## src/rtl/hdmi_tx_timing_ctrl.sv

```systemverilog
// Video timing generator for the HDMI TX path: sync/de, TMDS preamble and guard band, pixel coordinates.
// All outputs registered one cycle after the h/v position; start and stop only happen on frame boundaries.
module hdmi_tx_timing_ctrl #(
   parameter int H_ACTIVE = 1280,
   parameter int H_FP     = 110,
   parameter int H_SYNC   = 40,
   parameter int H_BP     = 220,
   parameter int V_ACTIVE = 720,
   parameter int V_FP     = 5,
   parameter int V_SYNC   = 5,
   parameter int V_BP     = 20,
   parameter bit HS_POL   = 1'b1,
   parameter bit VS_POL   = 1'b1,
   parameter int PRE_LEN  = 8,
   parameter int GB_LEN   = 2
) (
   input  logic        i_pixclk,
   input  logic        i_reset_n,
   input  logic        i_enable,
   output logic        o_hsync,
   output logic        o_vsync,
   output logic        o_de,
   output logic [3:0]  o_ctrl,
   output logic        o_guard,
   output logic        o_pix_req,
   output logic [11:0] o_x,
   output logic [11:0] o_y,
   output logic        o_frame_start,
   output logic        o_busy
);

   localparam int H_TOTAL = H_ACTIVE + H_FP + H_SYNC + H_BP;
   localparam int V_TOTAL = V_ACTIVE + V_FP + V_SYNC + V_BP;

   localparam logic [11:0] H_ACT_END  = 12'(H_ACTIVE);
   localparam logic [11:0] H_ACT_LAST = 12'(H_ACTIVE - 1);
   localparam logic [11:0] H_HS_BEG   = 12'(H_ACTIVE + H_FP);
   localparam logic [11:0] H_HS_END   = 12'(H_ACTIVE + H_FP + H_SYNC);
   localparam logic [11:0] H_PRE_BEG  = 12'(H_TOTAL - PRE_LEN - GB_LEN);
   localparam logic [11:0] H_GB_BEG   = 12'(H_TOTAL - GB_LEN);
   localparam logic [11:0] H_LAST     = 12'(H_TOTAL - 1);
   localparam logic [11:0] V_ACT_END  = 12'(V_ACTIVE);
   localparam logic [11:0] V_ACT_LAST = 12'(V_ACTIVE - 1);
   localparam logic [11:0] V_VS_BEG   = 12'(V_ACTIVE + V_FP);
   localparam logic [11:0] V_VS_END   = 12'(V_ACTIVE + V_FP + V_SYNC);
   localparam logic [11:0] V_LAST     = 12'(V_TOTAL - 1);
   localparam logic [11:0] V_STOP     = 12'(V_TOTAL - 2);

   typedef enum logic [1:0] {S_IDLE, S_RUN, S_DRAIN} state_t;

   state_t      state_q, state_d;
   logic [11:0] h_q, h_d, v_q, v_d;
   logic [11:0] h_nxt, v_nxt;

   logic        hsync_q, vsync_q, de_q, guard_q, pix_req_q, frame_start_q, busy_q;
   logic [3:0]  ctrl_q;
   logic [11:0] x_q, y_q;

   logic running, h_act, v_act, in_hs, in_vs, pre_line, in_pre, in_gb, req;

   always_comb begin
      h_nxt = (h_q == H_LAST) ? 12'd0 : h_q + 12'd1;
      v_nxt = v_q;
      if (h_q == H_LAST) begin
         v_nxt = (v_q == V_LAST) ? 12'd0 : v_q + 12'd1;
      end
   end

   always_comb begin
      state_d = state_q;
      h_d     = h_q;
      v_d     = v_q;
      case (state_q)
         S_IDLE: begin
            if (i_enable) begin
               state_d = S_RUN;
               h_d     = 12'd0;
               v_d     = V_LAST;
            end
         end
         S_RUN: begin
            h_d = h_nxt;
            v_d = v_nxt;
            if (!i_enable) state_d = S_DRAIN;
         end
         S_DRAIN: begin
            h_d = h_nxt;
            v_d = v_nxt;
            // A re-enable wins over the end position so the frame continues without a gap.
            if (i_enable) begin
               state_d = S_RUN;
            end else if (h_q == H_LAST && v_q == V_STOP) begin
               state_d = S_IDLE;
            end
         end
         default: state_d = S_IDLE;
      endcase
   end

   always_ff @(posedge i_pixclk or negedge i_reset_n) begin
      if (!i_reset_n) begin
         state_q <= S_IDLE;
         h_q     <= 12'd0;
         v_q     <= 12'd0;
      end else begin
         state_q <= state_d;
         h_q     <= h_d;
         v_q     <= v_d;
      end
   end

   assign running  = (state_q != S_IDLE);
   assign h_act    = (h_q < H_ACT_END);
   assign v_act    = (v_q < V_ACT_END);
   assign in_hs    = (h_q >= H_HS_BEG) && (h_q < H_HS_END);
   assign in_vs    = (v_q >= V_VS_BEG) && (v_q < V_VS_END);
   assign pre_line = (v_q == V_LAST) || (v_q < V_ACT_LAST);
   assign in_pre   = pre_line && (h_q >= H_PRE_BEG) && (h_q < H_GB_BEG);
   assign in_gb    = pre_line && (h_q >= H_GB_BEG);
   // Request mirrors de at the next position: rest of an active line, or the wrap into an active line.
   assign req      = (v_act && (h_q < H_ACT_LAST)) || (pre_line && (h_q == H_LAST));

   always_ff @(posedge i_pixclk or negedge i_reset_n) begin
      if (!i_reset_n) begin
         hsync_q       <= ~HS_POL;
         vsync_q       <= ~VS_POL;
         de_q          <= 1'b0;
         ctrl_q        <= 4'b0000;
         guard_q       <= 1'b0;
         pix_req_q     <= 1'b0;
         x_q           <= 12'd0;
         y_q           <= 12'd0;
         frame_start_q <= 1'b0;
         busy_q        <= 1'b0;
      end else begin
         hsync_q       <= (running && in_hs) ? HS_POL : ~HS_POL;
         vsync_q       <= (running && in_vs) ? VS_POL : ~VS_POL;
         de_q          <= running && h_act && v_act;
         ctrl_q        <= (running && in_pre) ? 4'b0001 : 4'b0000;
         guard_q       <= running && in_gb;
         pix_req_q     <= running && req;
         x_q           <= running ? h_q : 12'd0;
         y_q           <= running ? v_q : 12'd0;
         frame_start_q <= running && (h_q == 12'd0) && (v_q == 12'd0);
         busy_q        <= running;
      end
   end

   assign o_hsync       = hsync_q;
   assign o_vsync       = vsync_q;
   assign o_de          = de_q;
   assign o_ctrl        = ctrl_q;
   assign o_guard       = guard_q;
   assign o_pix_req     = pix_req_q;
   assign o_x           = x_q;
   assign o_y           = y_q;
   assign o_frame_start = frame_start_q;
   assign o_busy        = busy_q;

endmodule

```

## config.mk

```make
export PLATFORM = sky130hd
export DESIGN_NAME = hdmi_tx_timing_ctrl
export DESIGN_NICKNAME = d
export VERILOG_FILES = /design/src/rtl/hdmi_tx_timing_ctrl.sv
export SDC_FILE = /design/constraint.sdc
export NUM_CORES = 1
export LEC_CHECK = 0
export CORE_ASPECT_RATIO = 1.2
export CORE_UTILIZATION = 56
export DETAILED_ROUTE_END_ITERATION = 7
export PLACE_DENSITY = 0.8
export SKIP_LAST_GASP = 1
export SYNTH_ARGS = -nofsm -noshare
export SYNTH_HDL_FRONTEND = slang
export SYNTH_SLANG_ARGS = --single-unit
```

## constraint.sdc

```tcl
create_clock -name i_pixclk -period 2.7 [get_ports i_pixclk]
set_input_delay 0.405 -clock i_pixclk [delete_from_list [all_inputs] [get_ports i_pixclk]]
set_output_delay 0.405 -clock i_pixclk [all_outputs]
set_load 0.03 [all_outputs]
```

==> results of run 1 <==
==> area by class of cell <==
type	count	area, um^2
multi-input combinational	217	1470
clock inverter	6	66.3
inverter	17	63.8
fill	440	1660
tap	62	77.6
timing repair buffer	42	408
clock buffer	10	138
sequential	58	1450
==> cell families (layout without fill, tap and decap cells) <==
group | count (synthesis) | in the layout
flops | 58 | 58
fa+ha+maj | 12 | 12
simple gates | 123 | 123
other cells | 1 | 3
mux | 5 | 5
compound gates | 74 | 74
buf+inv | 43 | 75
==> placed cells by master (no fill, tap or decap), drive strengths merged, types with 3 or more instances in the layout <==
cell           count
o31ai              4
nand2             18
nor2              24
nand3             12
nor4b              3
o311ai             3
clkinvlp           3
a21oi              6
nand4              5
o2bb2ai            4
buf                9
clkdlybuf4s50     33
mux2               4
a31oi              4
nor3               9
a22o               9
dfrtp             58
or3                4
and4               4
and3               4
ha                12
inv               17
clkbuf            10
and2               3
nor4               7
a41oi              3
o211ai             3
conb               3
o21ai             23
nor2b             18
==> critical path, stage by stage, from the launching register on <==
cell and delay [ps]:
dfrtp_1 450, inv_1 150, ha_1 170, or3b_1 410, o31ai_4 570, nand2_1 240
o311ai_1 310
==> stage by stage <==
| stage | instance area, um^2 | total power [mW] | instances |
|---|---|---|---|
| floorplan | 3120 | 2.72 | 318 |
| global placement | 3470 | 3.29 | 396 |
| detailed placement | 3470 | 3.34 | 396 |
| CTS | 3670 | 4.17 | 412 |
| global route | 3670 | 4.44 | 412 |
| finish | 3670 | 4.18 | 412 |
==> layer usage <==
layer  up-vias  global-route usage [%]
li1       1198                       -
met1      1290                    37.7
met2       126                    37.7
met3        15                    5.92
met4         0                    12.0
met5         -                       0
==> power breakdown <==
group	total, mW	internal (mW)	switching, mW
combinational	2.04	0.767	1.27
sequential	1.32	1.09	0.233
clock	0.825	0.450	0.375
total	4.18	2.30	1.88
==> state kept, by name (all words and copies together), names as in the netlist <==
name	cells
o_y	12
o_de	1
h_q	12
o_x	12
o_hsync	1
o_busy	1
o_vsync	1
o_ctrl	1
o_guard	1
state_q	2
o_pix_req	1
o_frame_start	1
v_q	12
==> Yosys cell counts, types with 3 or more instances <==
master / n / area share, %
o211ai_1: 3 / 0.72
ha_1: 12 / 4.8
or3_1: 3 / 0.60
a31oi_1: 4 / 0.80
nor2_1: 24 / 2.9
clkbuf_1: 10 / 1.2
nand4_1: 5 / 1.0
nor4_1: 7 / 1.4
nor3_1: 9 / 1.4
nand3_1: 11 / 1.8
and3_1: 4 / 0.80
a21oi_1: 6 / 0.96
inv_1: 17 / 2.0
nand2_1: 18 / 2.2
and4_1: 4 / 1.1
nor2b_1: 18 / 3.6
mux2_2: 4 / 1.4
a22o_1: 9 / 2.5
a41oi_1: 3 / 0.84
o2bb2ai_1: 4 / 1.1
dfrtp_1: 58 / 47
buf_2: 8 / 1.3
o21ai_0: 23 / 3.7
buf_4: 5 / 1.2
==> path summary, 6_finish.rpt <==
check	cells after the start	start	end
max	6	h_q[1]$_DFFE_PN0P_	v_q[4]$_DFFE_PN0P_
min	1	i_reset_n	o_x[4]$_DFF_PN0_
min reg2reg	1	state_q[1]$_DFFE_PN0P_	state_q[1]$_DFFE_PN0P_
max reg2reg	6	h_q[1]$_DFFE_PN0P_	v_q[4]$_DFFE_PN0P_
min in group i_pixclk	1	state_q[1]$_DFFE_PN0P_	state_q[1]$_DFFE_PN0P_
max in group asynchronous	2	i_reset_n	o_y[3]$_DFF_PN0_
==> results.py, run 1 <==
metrics = {
    "outcome": {
        "status": "finished, final reports clean",
    },
    "worst_hold_path": {
        "hp-class": "input pin to asynchronous set/reset pin",
    },
    "synth": {
        "seq_area_frac_synth_pct": 46.6,
        "muxShareOfSynthArea_pct": 1.77,
        "synthXorXnorAreaFrac_pct": 0,
        "synth_compound_area_share_pct": 17.1,
        "synth_edf_count": 0,
        "async_flop_share_pct": 100,
        "ys_seq_elements": 58,
        "syn_area_um2": 3120,
        "netlist_instances": 316,
        "ys_types": 61,
        "synth_top_family_by_area": "simple AND/OR/NAND/NOR gates",
        "synth-adder-area-share_pct": 4.82,
        "synthSimpleGateAreaFrac_pct": 23.0,
        "avgSynthCellArea_um2": 9.86,
        "synth_top_flop_cell": "dfrtp_1",
        "synth.yosys.warnings": 0,
    },
    "route": {
        "routed_wirelength_mm": 7.16,
        "wl_per_cell_um": 17.4,
        "dr.pass1.iters": 5,
        "dr.first_iter.drc_count": 204,
        "top_layer": "met4",
        "wl_met1_mm": 3.19,
        "drt-vias-per-instance": 6.38,
        "route.detailed.drc": 0,
        "wl_met2_mm": 3.33,
        "vias": 2629,
        "wl_met3_um": 495,
        "ant_nets": 0,
    },
    "pwr": {
        "p_per_area_nw_per_um2": 1140,
        "peakVddDrop_v": 0.000959,
        "total_leakage_power_nw": 1.56,
    },
    "floorplanning": {
        "die_w_um": 70.1,
        "core_um2": 5330,
        "die_h_um": 83.7,
        "pin_count": 38,
        "rows": 29,
        "die_area_um2": 5870,
        "start_util_pct": 58.4,
    },
    "clock_network": {
        "cts.path.max_buffers": 2,
        "htree_levels": 3,
        "cts_made_buffers": 9,
        "cts_setup_buffers": 0,
        "postCtsHoldBufs": 0,
        "post_cts_resized": 0,
        "cts-root-buf": "clkbuf_8",
        "cts_num_sinks": 58,
        "insertion_delay_ps": 350,
        "cts_tree": "done",
        "clk_pin_slew_ps": 70,
    },
    "global_route": {
        "grt.total_usage_pct": 26.2,
        "grt_antenna_before_repair": 0,
        "grt_pass1_vias": 2430,
        "grt_max_degree": 33,
        "grt_pass1_wl_mm": 12.0,
        "grt-ovfl-total": 0,
    },
    "setup_path": {
        "path_class": "flop to flop",
        "start_kind": "flop",
        "cp.required_ps": 2950,
        "r2r_slack_ps": 300,
        "crit_fanout": 17,
        "arrival_ps": 2650,
        "end_kind": "flop",
    },
    "sta": {
        "maxSlewHeadroom_pct": 55.6,
        "max_freq_mhz": 417,
        "fin_setup_tns_ps": 0,
        "slew_viol_final": 0,
        "holdWs_ps": 85.1,
        "worst_pin_slew_ps": 665,
        "clock_skew_ps": 11.6,
        "hold_violations": 0,
        "setup_viol": 0,
        "finalWorstPathRequiredPeriod_ps": 2400,
        "fin_ws_ps": 302,
        "rsz0062_at_grt": "false",
        "period_share_pct": 88.8,
    },
    "place": {
        "placement.io_buffers": 34,
        "gp_congestion": 0.932,
        "dp_slack_ps": 369,
        "dp_hpwl_mm": 4.94,
    },
    "flow_run": {
        "drv_cap": 0,
    },
    "cells_and_area": {
        "diodes": 0,
        "areaGrowthSynthToFinish_pct": 17.8,
        "drive_gt1_share_pct": 10.6,
        "final_nets": 360,
        "post-route-util_pct": 68.8,
    },
}
(Power assumes the default switching activity.)
==> inputs of run 2 (changes only) <==
HOLD_SLACK_MARGIN = 0.02   (was default)
==> results of run 2 <==
The final DEF is identical to that of run 1; final timing and power are the same.
